## src/rtl/lfsr_gen_if.sv

```systemverilog
// Output word handshake between lfsr_gen and its consumer.
// The master drives valid/data and the slave answers with ready.
interface lfsr_gen_if #(
    parameter int OUTW = 8
);
    logic            valid;
    logic            ready;
    logic [OUTW-1:0] data;

    modport master (output valid, output data, input ready);
    modport slave  (input valid, input data, output ready);
endinterface

```

## src/rtl/lfsr_gen.sv

```systemverilog
// Parametrised Fibonacci/Galois LFSR whose serial output is packed into OUTW-bit words.
// Words are offered over a valid/ready handshake; zero seeds are replaced by DEFSEED.
//
// state | meaning
// FILL  | shifting on enable, packing bits into the next word
// FULL  | word complete, LFSR frozen until the consumer takes it
module lfsr_gen #(
    parameter int               WIDTH   = 32,
    parameter logic [WIDTH-1:0] TAPS    = WIDTH'(32'h80200003),
    parameter bit               MODE    = 1'b0,
    parameter int               OUTW    = 8,
    parameter logic [WIDTH-1:0] DEFSEED = WIDTH'(1)
) (
    input  logic             clk,
    input  logic             reset,
    input  logic [WIDTH-1:0] seed,
    input  logic             load,
    input  logic             enable,
    lfsr_gen_if.master       out_if,
    output logic [WIDTH-1:0] state,
    output logic             lockup
);
    localparam int CW = $clog2(OUTW + 1);

    typedef enum logic {FILL = 1'b0, FULL = 1'b1} fsm_e;

    fsm_e             fsm_q, fsm_d;
    logic [WIDTH-1:0] lfsr_q, lfsr_d;
    logic [CW-1:0]    cnt_q, cnt_d;
    logic [OUTW-1:0]  word_q, word_d;
    logic             lockup_q, lockup_d;

    logic [WIDTH-1:0] lfsr_next;
    logic [OUTW:0]    word_ext;
    logic             shift_ok;
    logic             last_bit;

    always_comb begin
        if (MODE == 1'b0)
            lfsr_next = {^(lfsr_q & TAPS), lfsr_q[WIDTH-1:1]};
        else
            lfsr_next = {1'b0, lfsr_q[WIDTH-1:1]} ^ ({WIDTH{lfsr_q[0]}} & TAPS);
    end

    // New bit enters at the top so the first bit of a word ends up in data[0].
    assign word_ext = {lfsr_q[0], word_q};
    assign shift_ok = enable && ((fsm_q == FILL) || out_if.ready);
    assign last_bit = (cnt_q == CW'(OUTW - 1));

    always_comb begin
        fsm_d    = fsm_q;
        lfsr_d   = lfsr_q;
        cnt_d    = cnt_q;
        word_d   = word_q;
        lockup_d = 1'b0;
        if (load) begin
            fsm_d    = FILL;
            cnt_d    = '0;
            lockup_d = (seed == '0);
            lfsr_d   = (seed == '0) ? DEFSEED : seed;
        end else begin
            if (fsm_q == FULL && out_if.ready)
                fsm_d = FILL;
            if (shift_ok) begin
                lfsr_d = lfsr_next;
                word_d = word_ext[OUTW:1];
                if (last_bit) begin
                    cnt_d = '0;
                    fsm_d = FULL;
                end else begin
                    cnt_d = cnt_q + 1'b1;
                end
            end
        end
    end

    always_ff @(posedge clk) begin
        if (reset) begin
            fsm_q    <= FILL;
            lfsr_q   <= DEFSEED;
            cnt_q    <= '0;
            word_q   <= '0;
            lockup_q <= 1'b0;
        end else begin
            fsm_q    <= fsm_d;
            lfsr_q   <= lfsr_d;
            cnt_q    <= cnt_d;
            word_q   <= word_d;
            lockup_q <= lockup_d;
        end
    end

    assign out_if.valid = (fsm_q == FULL);
    assign out_if.data  = word_q;
    assign state        = lfsr_q;
    assign lockup       = lockup_q;
endmodule

```

## src/flat_wrapper.sv

```systemverilog
// flat-port wrapper written by rule: the top's interface ports become plain ports
module lfsr_gen_flat 
#(
    parameter int               WIDTH   = 32,
    parameter logic [WIDTH-1:0] TAPS    = WIDTH'(32'h80200003),
    parameter bit               MODE    = 1'b0,
    parameter int               OUTW    = 8,
    parameter logic [WIDTH-1:0] DEFSEED = WIDTH'(1)
)
  (clk, reset, seed, load, enable, state, lockup, out_if_valid, out_if_data, out_if_ready);
  lfsr_gen_if #(.OUTW(OUTW)) out_if_i ();
  input  logic clk;
  input  logic reset;
  input  logic [WIDTH-1:0] seed;
  input  logic load;
  input  logic enable;
  output logic [WIDTH-1:0] state;
  output logic lockup;
  output wire logic [$bits(out_if_i.valid)-1:0] out_if_valid;
  output wire logic [$bits(out_if_i.data)-1:0] out_if_data;
  input wire logic [$bits(out_if_i.ready)-1:0] out_if_ready;
  assign out_if_valid = out_if_i.valid;
  assign out_if_data = out_if_i.data;
  assign out_if_i.ready = out_if_ready;
  lfsr_gen #(.WIDTH(WIDTH), .TAPS(TAPS), .MODE(MODE), .OUTW(OUTW), .DEFSEED(DEFSEED)) u_core (.clk(clk), .reset(reset), .seed(seed), .load(load), .enable(enable), .out_if(out_if_i), .state(state), .lockup(lockup));
endmodule
```

## config.mk

```make
export PLATFORM = sky130hd
export DESIGN_NAME = lfsr_gen_flat
export DESIGN_NICKNAME = d
export VERILOG_FILES = /design/src/rtl/lfsr_gen_if.sv /design/src/rtl/lfsr_gen.sv /design/src/flat_wrapper.sv
export SDC_FILE = /design/constraint.sdc
export NUM_CORES = 1
export LEC_CHECK = 0
export BUFFER_PORTS_ARGS = -buffer_cell sky130_fd_sc_hd__clkbuf_2
export CORE_AREA = 2 2 74 76
export CTS_BUF_LIST = sky130_fd_sc_hd__clkbuf_16
export CTS_CLUSTER_SIZE = 8
export DETAILED_ROUTE_END_ITERATION = 7
export DIE_AREA = 0 0 76 78
export PLACE_DENSITY = 0.83
export SYNTH_ARGS = -nofsm -noshare
export SYNTH_HDL_FRONTEND = slang
export SYNTH_SLANG_ARGS = --single-unit
```

## constraint.sdc

```tcl
create_clock -name clk -period 1.2 [get_ports clk]
set_input_delay 0.06 -clock clk [delete_from_list [all_inputs] [get_ports clk]]
set_output_delay 0.06 -clock clk [all_outputs]
set_load 0.01 [all_outputs]
```

## After elaboration in Yosys (flattened, before gate mapping)

Cells that the tools add are included.

- Flip-flop bits (word level): 46
- Input port bits: 37
- Output and inout port bits: 42
- Word-level logic and storage cells: 25

- Add/subtract/negate cells: 1
- Equality and inequality tests: 1
- Multiplexer cells: 7
- Bitwise logic cells: 2
- Reduce and logical (&&, ||, !) cells: 9

Operator list:

| kind | number |
|---|---|
| $mux W32 | 3 |
| $logic_not A32 Y1 | 1 |
| $reduce_xor A32 Y1 | 1 |
| $add A4 B1 Y4 const B | 1 |
| $eq A4 B3 Y1 const B | 1 |
| $mux W4 | 1 |
| $reduce_or A2 Y1 | 2 |
| $mux W1 | 3 |
| $logic_and A1 B1 Y1 | 2 |
| $not A1 Y1 | 2 |
| $reduce_and A2 Y1 | 1 |
| $reduce_bool A2 Y1 | 1 |
| $logic_or A1 B1 Y1 | 1 |

## Longest topological paths before layout

Gate-level depths: netlist of run 1.

- Word-level depth: 5
- Gate-level depth with buffers: 6
- Depth with buffers taken out: 4

## Worst setup path after synthesis of run 1

Ideal clock, no wire load.

- Path type: flip-flop to flip-flop
- Start point: reg u_core.fsm_q (netlist: u_core.out_if.valid)
- End point: reg u_core.lfsr_q[0] (netlist: u_core.state[0])
- Library setup time: 0.120 ns
- Data arrival time: 1.238 ns
- Required time: 1.080 ns
- Setup slack: -0.157 ns
- Stages on the path, launching flop included: 6
- Buffers on the path: 1
- Clock period less this slack: 1.357 ns
- Cell sequence: dfxtp_1 > nand2b_4 > buf_6 > and3_4 > a211o_1 > a211o_1

- Word-level cells in the longest chain between the ends: 4

Ends and longest elaborated chain:

| element | RTL line | source |
|---|---|---|
| start, declared | lfsr_gen.sv:27 | `fsm_e fsm_q, fsm_d;` |
| start signal, assigned | lfsr_gen.sv:85 | `fsm_q <= fsm_d;` |
| $not A1 Y1 | lfsr_gen.sv:47 | `assign shift_ok = enable && ((fsm_q == FILL) \|\| out_if.ready);` |
| $logic_or A1 B1 Y1 | lfsr_gen.sv:47 |  |
| $logic_and A1 B1 Y1 | lfsr_gen.sv:47 |  |
| $reduce_bool A2 Y1 (no source line) | - |  |
| end signal, assigned | lfsr_gen.sv:86 | `lfsr_q <= lfsr_d;` |
| end, declared | lfsr_gen.sv:28 | `logic [WIDTH-1:0] lfsr_q, lfsr_d;` |

Every way passes these cells.
A chain may end at the register's enable or synchronous reset.

## Worst setup path in the final report of run 1

- Start point: reg u_core.lfsr_q[0] (netlist: u_core.state[0])
- End point: reg u_core.lfsr_q[31] (netlist: u_core.state[31])

- Word-level cells in the longest chain between the ends: 3

Ends and longest elaborated chain:

| element | RTL line | source |
|---|---|---|
| $reduce_xor A32 Y1 | lfsr_gen.sv:40 | `lfsr_next = {^(lfsr_q & TAPS), lfsr_q[WIDTH-1:1]};` |
| $mux W32 | lfsr_gen.sv:64 | `if (shift_ok) begin` |
| $mux W32 | lfsr_gen.sv:56 | `if (load) begin` |

Every way passes these cells. The select of a mux whose other input is x is not followed.

==> summary.md, run 1 <==
| Metric | Value |
|---|---|
| Status | finished, violations left |
| Violated checks | negative setup slack |
| DIE HEIGHT | 78 µm |
| Number of global-route vias before repair | 2222 |
| Worst rel slew slack | 72.14% |
| Cells after DPL | 405 |
| IO Pins | 79 |
| Yosys reg bits | 46 |
| Syn Inst Count | 260 |
| Part of the cycle the worst path needs | 106.0% |
| Final Non-Filler Cells | 415 |
| Highest-count cells in the layout ignoring fill and taps | 78 x clkbuf_2, 41 x dfxtp_1, 35 x nor3_1 |
| Yosys warns | 0 |
| Cell area power density | 1192 nW/µm² |
| Final WL | 6.476 mm |
| Mapped Nets | 298 |
| Worst-margin pin slew | 0.4141 ns |
| Nets@finish | 382 |
| Hold_buf cts | 0 |
| Fill count | 411 |
| Vias per cell | 5.583 |
| H-tree levels | 2 |
| Avg Synthesized Cell Area | 8.513 µm² |
| Int Power | 2717 µW |
| Worst Path Arrival | 1.44 ns |
| Critical path endpoint category | register |
| DP HPWL | 4.422 mm |
| Highest clock rate | 785.9 MHz |
| Ant. Diodes | 0 |
| Fraction of registers with async set/reset | 0% |
| DR DRC count | 0 |
| Critical path type | register to register |
| Wire per inst | 15.60 µm |
| Final worst path period need | 1.272 ns |
| Setup TNS Final | -0.1361 ns |
| DRT iter0 DRCs | 113 |
| Cell chosen for the clock root | clkbuf_16 |
| Distinct cells, synth | 32 |
| Total of max-cap violations | 0 |
| Leak pwr | 0.001390 µW |
| Worst Path Max Fanout | 2 |
| Clock power share | 37.2% |
| Chip width | 76 µm |
| Initial antenna violation count | 0 |
| Routability cong. | 0.8026 |
| Placed Area | 2744 µm² |
| CTS sink cnt | 46 |
| Peak supply drop | 0.0007603 V |
| Reg clk slew, reported paths | 0.07 ns |
| Most common cell after layout, fill and taps aside | clkbuf_2 |
| Hold Slack | 0.04926 ns |
| Remaining global-route overflow | 0 |
| Reg power frac | 45.1% |
| Core Region | 5042 µm² |
| Net Sw Frac | 27.51% |
| Slew Viols, Final | 0 |
| Die area | 5928 µm² |
| Tot GR Track Use | 22.30% |
| Hold Crit Class | primary input to register |
| Worst clock skew | 0.004195 ns |
| Mapped Area | 2213 µm² |
| CTS tree | yes |
| Final Hold Fails | 0 |
| Synth-to-layout area growth | 42.06% |
| Largest net degree at the start of global routing | 32 |
| Final Instance Area | 3144 µm² |
| Switching pwr | 1031 µW |
| Clock buffer count from CTS | 5 |
| Final count of negative-setup-slack endpoints | 6 |
| Vias | 2317 |
| Clock Latency Late Sink | 0.29 ns |
| CTS max path bufs | 2 |
| Routed Antenna Nets | 0 |
| EDFF count, synth | 0 |
| Share of post-route cells with drive strength above 1 | 43.77% |
| Final worst slack | -0.07247 ns |
| I/O Buffers | 78 |
| Sequential fraction of the synthesis area | 41.61% |
| First-pass GRT wire length | 10.54 mm |
| Starting Density | 43.90% |
| RSZ-0062 raised after global routing | yes |
| Synth Flop Type | dfxtp_1 |
| Startpoint types | register |
| 1st-pass router iterations | 4 |
| WP data required | 1.37 ns |
| Logic pwr share | 17.7% |
| Core Rows | 26 |
power by group through the flow:
| stage | logic [µW] | registers (µW) | clock network [µW] |
|---|---|---|---|
| 3_3_place_gp | 548 | 1710 | 0 |
| 3_5_place_dp | 560 | 1710 | 0 |
| 6_report | 663 | 1690 | 1390 |
| 5_1_grt | 717 | 1700 | 1500 |
| 4_1_cts | 604 | 1680 | 1420 |
| 2_1_floorplan | 279 | 1730 | 0 |
sequential cells by signal (all words and copies together) (netlist names):
| register | cells |
|---|---|
| u_core.out_if.data | 8 |
| u_core.cnt_q | 4 |
| u_core.out_if.valid | 1 |
| u_core.lockup | 1 |
| u_core.state | 32 |
Yosys cell counts (all sizes together) (2+ instances only):
master / instances / share of area (%)
dfxtp: 46 / 42
nor3: 37 / 8.6
a211oi: 32 / 11
and3: 31 / 9.0
nor2b: 30 / 8.5
clkbuf: 14 / 2.4
buf: 11 / 2.9
nand2: 11 / 2.0
a21oi: 8 / 1.8
nor4: 8 / 2.3
o21ai: 8 / 1.8
inv: 3 / 0.51
nand3: 3 / 0.68
a211o: 2 / 0.79
mux2i: 2 / 0.90
nand2b: 2 / 0.90
nand4: 2 / 0.57
xnor2: 2 / 0.79
through the flow:
step | power (µW) | util, % | setup slack, ns
2_1_floorplan | 2014 | - | -0.08522
3_3_place_gp | 2254 | 54.42 | 0.0006516
3_5_place_dp | 2267 | 54.42 | -0.08922
4_1_cts | 3702 | 59.35 | -0.06117
5_1_grt | 3914 | 62.36 | -0.1546
6_report | 3748 | 62.36 | -0.07247
final cells by class:
| cell class | instances | area [µm²] | share of cell area (%) |
|---|---|---|---|
| Clock inverter | 3 | 23.77 | 0.7561 |
| Tap cell | 70 | 87.58 | 2.786 |
| Sequential cell | 46 | 929.6 | 29.57 |
| Timing Repair Buffer | 102 | 616.8 | 19.62 |
| Inverter | 3 | 11.26 | 0.3581 |
| Clock buffer | 5 | 125.1 | 3.979 |
| Multi-Input combinational cell | 186 | 1350 | 42.94 |
critical path: stages, from the launching register on:
cell	delay, ns
dfxtp_2	0.34
xnor2_2	0.18
xnor2_2	0.15
a311oi_1	0.12
a2111oi_1	0.36
worst paths after layout:
path              slack (ns)  depth (start not counted)                   from                     to
setup / recovery       -0.07                          4        u_core.state[0]       u_core.state[31]
hold / removal          0.05                          3               seed[25]       u_core.state[25]
setup reg to reg       -0.07                          4        u_core.state[0]       u_core.state[31]
hold reg to reg         0.46                          2  u_core.out_if.data[4]  u_core.out_if.data[3]
routing by layer:
| layer | wire length (µm) | vias to the layer above | GRT usage [%] |
|---|---|---|---|
| li1 | - | 1119 | - |
| met1 | 2703 | 1105 | 26.12 |
| met2 | 3275 | 80 | 38.75 |
| met3 | 364 | 13 | 6.279 |
| met4 | 133 | 0 | 8.727 |
| met5 | 0 | - | 0 |
cell families (layout without fill, tap and decap cells):
logic type      after synthesis  in the layout  share of synthesized area, %
simple gates                127            127                         33.41
flops                        46             46                         41.61
xor+xnor                      3              3                         1.187
fa+ha+maj                     1              1                        0.5652
mux                           2              2                        0.9045
compound gates               53             53                         16.56
buf+inv                      28            113                         5.766
repair_timing:
action / in CTS / in global routing
endpoints found under the setup margin: 13 / 37
gates resized for setup: 16 / 32
buffers inserted: 1 / 0
pin swaps: 8 / 6
cloned: 1 / 0
No activity file was read; power rests on OpenSTA's default activity.
==> run 2: changes to the inputs <==
--- a/config.mk
+++ b/config.mk
@@ -6,12 +6,16 @@
 export NUM_CORES = 1
 export LEC_CHECK = 0
 export BUFFER_PORTS_ARGS = -buffer_cell sky130_fd_sc_hd__clkbuf_2
-export CORE_AREA = 2 2 74 76
+export CELL_PAD_IN_SITES_DETAIL_PLACEMENT = 1
+export CELL_PAD_IN_SITES_GLOBAL_PLACEMENT = 1
+export CORE_AREA = 2 2 87 89
 export CTS_BUF_LIST = sky130_fd_sc_hd__clkbuf_16
 export CTS_CLUSTER_SIZE = 8
 export DETAILED_ROUTE_END_ITERATION = 7
-export DIE_AREA = 0 0 76 78
-export PLACE_DENSITY = 0.83
+export DIE_AREA = 0 0 89 91
+export GPL_ROUTABILITY_DRIVEN = 0
+export PLACE_DENSITY = 0.82
+export REMOVE_ABC_BUFFERS = 1
 export SYNTH_ARGS = -nofsm -noshare
 export SYNTH_HDL_FRONTEND = slang
 export SYNTH_SLANG_ARGS = --single-unit
==> summary.md, run 2 (synthesis results as in run 1) <==
| Metric | Value |
|---|---|
| Status | finished, violations left |
| Worst clock skew | 0.005198 ns |
| Vias | 2279 |
| Int Power | 2894 µW |
| Hold Crit Class | primary input to register |
| Cells along the critical path | nand2b_4, and3_4, a211o_1, a211o_1 |
| Routed Antenna Nets | 0 |
| Critical Path Most Common Cell | a211o_1 |
| Largest net degree at the start of global routing | 40 |
| RSZ-0062 raised after global routing | yes |
| I/O Buffers | 78 |
| Tot GR Track Use | 17.90% |
| DR DRC count | 0 |
| Final Non-Filler Cells | 442 |
| Share of post-route cells with drive strength above 1 | 43.73% |
| Final worst path period need | 1.261 ns |
| CTS sink cnt | 46 |
| 1st-pass router iterations | 4 |
| CP top delay family | compound AO/OA/AOI/OAI gates |
| Switching pwr | 1020 µW |
| CTS max path bufs | 2 |
| Most common cell after layout, fill and taps aside | clkbuf_2 |
| Core Region | 7137 µm² |
| Net Sw Frac | 26.05% |
| CP max-delay cell | dfxtp_2 |
| Nets@finish | 380 |
| Placed Area | 2794 µm² |
| Die area | 8099 µm² |
| Vias per cell | 5.156 |
| Wire per inst | 16.38 µm |
| Final count of negative-setup-slack endpoints | 9 |
| Logic pwr share | 16.3% |
| Largest register FFs | 32 |
| Initial antenna violation count | 0 |
| DP HPWL | 5.132 mm |
| Final worst slack | -0.06107 ns |
| Worst rel slew slack | 75.68% |
| Leak pwr | 0.001386 µW |
| Highest-count cells in the layout ignoring fill and taps | 78 x clkbuf_2, 42 x dfxtp_1, 35 x nor3_1 |
| Ant. Diodes | 0 |
| Starting Density | 31.01% |
| WP data required | 1.38 ns |
| Remaining global-route overflow | 0 |
| CP peak stage delay | 0.36 ns |
| Slew Viols, Final | 0 |
| Final Hold Fails | 0 |
| Clock buffer count from CTS | 5 |
| Synth-to-layout area growth | 44.54% |
| Worst-margin pin slew | 0.3614 ns |
| H-tree levels | 2 |
| Final Instance Area | 3199 µm² |
| Critical path endpoint category | register |
| IO Pins | 79 |
| Worst Path Max Fanout | 5 |
| Chip width | 89 µm |
| Clock power share | 40.4% |
| Cell chosen for the clock root | clkbuf_16 |
| Hold_buf cts | 0 |
| Fill count | 892 |
| Worst Path Arrival | 1.44 ns |
| Reg clk slew, reported paths | 0.07 ns |
| Clock Latency Late Sink | 0.29 ns |
| Violated checks | negative setup slack |
| Number of global-route vias before repair | 2322 |
| Reg power frac | 43.2% |
| Highest clock rate | 793.0 MHz |
| Cells after DPL | 433 |
| Startpoint types | register |
| Critical path type | register to register |
| DIE HEIGHT | 91 µm |
| DRT iter0 DRCs | 67 |
| First-pass GRT wire length | 11.54 mm |
| CTS tree | yes |
| Total of max-cap violations | 0 |
| Peak supply drop | 0.0008149 V |
| Part of the cycle the worst path needs | 105.1% |
| CP bufs+invs | 0 |
| Core Rows | 31 |
| Final WL | 7.239 mm |
| Cell area power density | 1223 nW/µm² |
run 2: path summary, 6_finish.rpt:
kind	start	end	slack, ns	cells past startpoint
worst max register to register	u_core.out_if.valid	u_core.state[0]	-0.06	4
worst min register to register	u_core.out_if.data[4]	u_core.out_if.data[3]	0.46	2
worst max-delay path	u_core.out_if.valid	u_core.state[0]	-0.06	4
worst min-delay path	seed[31]	u_core.state[31]	0.03	3
run 2: area by class of cell:
class | count | area (µm²) | area share [%]
Clock buffer | 5 | 125.1 | 3.911
Timing Repair Buffer | 100 | 618.1 | 19.32
Inverter | 3 | 11.26 | 0.3520
Clock inverter | 3 | 40.04 | 1.251
Tap cell | 99 | 123.9 | 3.872
Sequential cell | 46 | 925.9 | 28.94
Multi-Input combinational cell | 186 | 1355 | 42.35
run 2: metrics by stage:
stage	setup WS, ns	util, %	hold slack, ns	total power [µW]	TNS, ns
after global placement	-0.01469	39.15	0.3198	2274	-0.02944
after global routing	-0.1488	44.83	0.03485	4087	-1.922
final	-0.06107	44.83	0.02669	3914	-0.1840
after CTS	-0.006712	42.39	0.02245	3910	-0.03166
after detailed placement	-0.05658	39.15	0.3263	2288	-0.3290
after floorplan	-0.4328	-	0.1291	1950	-8.261
run 2: per-layer routing:
layer | vias up | track usage [%] | routed length (µm)
met1 | 1108 | 23.23 | 3178
met4 | 0 | 4.726 | 75
li1 | 1117 | - | -
met2 | 50 | 29.60 | 3660
met5 | - | 0 | 0
met3 | 4 | 4.091 | 324
run 2: power groups by stage:
stage	clock (µW)	combinational [µW]	sequential [µW]
2_1_floorplan	0	213	1740
3_3_place_gp	0	563	1710
3_5_place_dp	0	575	1710
4_1_cts	1630	600	1680
5_1_grt	1680	701	1700
6_report	1580	639	1690
run 2: worst register-to-register path: stages, from the launching register on:
cell and delay [ns]:
dfxtp_2 0.36, nand2b_4 0.10, and3_4 0.16, a211o_1 0.26, a211o_1 0.28
run 2: repair_timing:
action,in CTS,in global routing
resized for setup,15,38
setup buffers,0,1
setup endpoints to repair,35,44
pin swaps,4,18
==> run 3: changes to the inputs <==
==> constraint.sdc (replaced) <==
create_clock -name clk -period 1.2 [get_ports clk]
set_input_delay 0.36 -clock clk [delete_from_list [all_inputs] [get_ports clk]]
set_output_delay 0.36 -clock clk [all_outputs]
set_load 0.01 [all_outputs]
==> summary.md, run 3 (synthesis results as in run 1) <==
| Metric | Value |
|---|---|
| Fill count | 886 |
| Final worst path period need | 1.294 ns |
| Worst Reg-to-Reg Cells | 5 |
| Most common cell after layout, fill and taps aside | clkbuf_2 |
| Remaining global-route overflow | 0 |
| Ant. Diodes | 0 |
| DIE HEIGHT | 91 µm |
| Die area | 8099 µm² |
| CTS sink cnt | 46 |
| Worst Path Arrival | 1.47 ns |
| Reg2Reg Setup Slack | -0.09 ns |
| Leak pwr | 0.001543 µW |
| Register Area | 948.4 µm² |
| Nets@finish | 410 |
| Highest-count cells in the layout ignoring fill and taps | 76 x clkbuf_2, 38 x buf_4, 33 x nor3_1 |
| Clock Latency Late Sink | 0.29 ns |
| Final worst slack | -0.09370 ns |
| Hold_buf cts | 0 |
| WP data required | 1.38 ns |
| Worst clock skew | 0.01139 ns |
| Hold path startpoint | seed[31] |
| DRT iter0 DRCs | 100 |
| Power Total | 3869 µW |
| H-tree levels | 2 |
| Hold Crit Class | primary input to register |
| Synth-to-layout area growth | 59.41% |
| Final Non-Filler Cells | 472 |
| Met2 track demand over resource | 32.52% |
| Largest register FFs | 32 |
| Peak supply drop | 0.0005515 V |
| Worst rel slew slack | 75.84% |
| Global-route layer with the greatest usage | met2 |
| GRT met3 Usage | 3.364% |
| Reg2reg start | u_core.out_if.valid |
| Worst Path Max Fanout | 12 |
| Critical path type | register to register |
| Wire per inst | 17.13 µm |
| Vias per cell | 5.256 |
| Chip width | 89 µm |
| Cells after DPL | 458 |
| First-pass GRT wire length | 12.11 mm |
| DP HPWL | 5.650 mm |
| Total of max-cap violations | 0 |
| Number of global-route vias before repair | 2490 |
| Worst-case hold path end point | u_core.state[31] |
| Routing usage on met1 | 23.59% |
| Hold Slack | 0.3340 ns |
| Critical path endpoint category | register |
| RSZ-0062 raised after global routing | yes |
| Final Instance Area | 3528 µm² |
| DR DRC count | 0 |
| Tot GR Track Use | 18.76% |
| Clock buffer count from CTS | 5 |
| Highest clock rate | 773.0 MHz |
| Share of post-route cells with drive strength above 1 | 53.89% |
| Violated checks | negative setup slack |
| Startpoint types | register |
| 1st-pass router iterations | 4 |
| Status | finished, violations left |
| R2R Path End | u_core.state[15] |
| Cell chosen for the clock root | clkbuf_16 |
| Final WL | 8.083 mm |
| Placed Area | 3007 µm² |
| IO Pins | 79 |
| I/O Buffers | 78 |
| CTS max path bufs | 2 |
| Reg clk slew, reported paths | 0.07 ns |
| CTS tree | yes |
| Cell area power density | 1096 nW/µm² |
| Multi-input gate area | 1396 µm² |
| Starting Density | 31.01% |
| Part of the cycle the worst path needs | 107.8% |
| Initial antenna violation count | 0 |
| Vias | 2481 |
| Slew Viols, Final | 0 |
| Core Rows | 31 |
| Final Hold Fails | 0 |
| Largest net degree at the start of global routing | 24 |
| Worst Hold Depth | 3 |
| Worst-margin pin slew | 0.3591 ns |
| Routed Antenna Nets | 0 |
| Core Region | 7137 µm² |
| Final count of negative-setup-slack endpoints | 26 |
| Setup TNS Final | -0.8106 ns |
## run 3: cell count changes in the layout (fill, tap and decap cells not counted), moves of 5 or more
cell      previous run  this run
buf_4               12        38
dfxtp_1             42        26
dfxtp_2              4        19
a211oi_1            13         6
o21ai_0              8         2
o21ai_1              0         6
a211oi_2            19        24
## run 3: worst max-delay path by stage
stage	to	from
final	u_core.state[15]	u_core.out_if.valid
after global routing	u_core.state[31]	u_core.out_if.valid
after CTS	out_if_valid	u_core.out_if.valid
after detailed placement	u_core.state[0]	seed[19]
after global placement	u_core.state[0]	seed[19]
after floorplan	u_core.state[0]	out_if_ready
## run 3: critical path, cell delays in order (launching register included)
cell	delay, ns
dfxtp_4	0.37
nand2b_4	0.12
buf_6	0.17
and3_1	0.20
a211oi_2	0.26
nor3_1	0.07
## run 3: layer usage
metal,share of wire (%),wire (µm)
met1,44,3520
met2,51,4162
met3,3.6,295
met4,1.3,105
met5,0,0
## run 3: cell type report
type                       instances  share of cell area [%]
clock inverter                     3                  0.6028
clock buffer                       5                   3.546
multi-input combinational        186                   39.57
tap                               99                   3.511
inverter                           3                  0.3191
sequential                        46                   26.88
timing repair buffer             130                   25.57
## run 3: repair_timing
item	4_1_cts	5_1_grt
gates cloned	0	3
gates resized for setup	27	54
endpoints found under the setup margin	40	51
setup buffers	1	2
hold endpoints to repair	0	0
pin swaps	3	12
## run 3: power by group
| group | internal [µW] | switching, µW | total, µW |
|---|---|---|---|
| registers | 1620 | 87.8 | 1710 |
| logic | 397 | 376 | 774 |
| clock network | 772 | 616 | 1390 |
## run 3: metrics by stage
| step | utilization (%) | setup WS (ns) |
|---|---|---|
| 2_1_floorplan | - | -0.4654 |
| 3_3_place_gp | 42.13 | -0.2900 |
| 3_5_place_dp | 42.13 | -0.3399 |
| 4_1_cts | 45.79 | -0.03886 |
| 5_1_grt | 49.44 | -0.1489 |
| 6_report | 49.44 | -0.09370 |
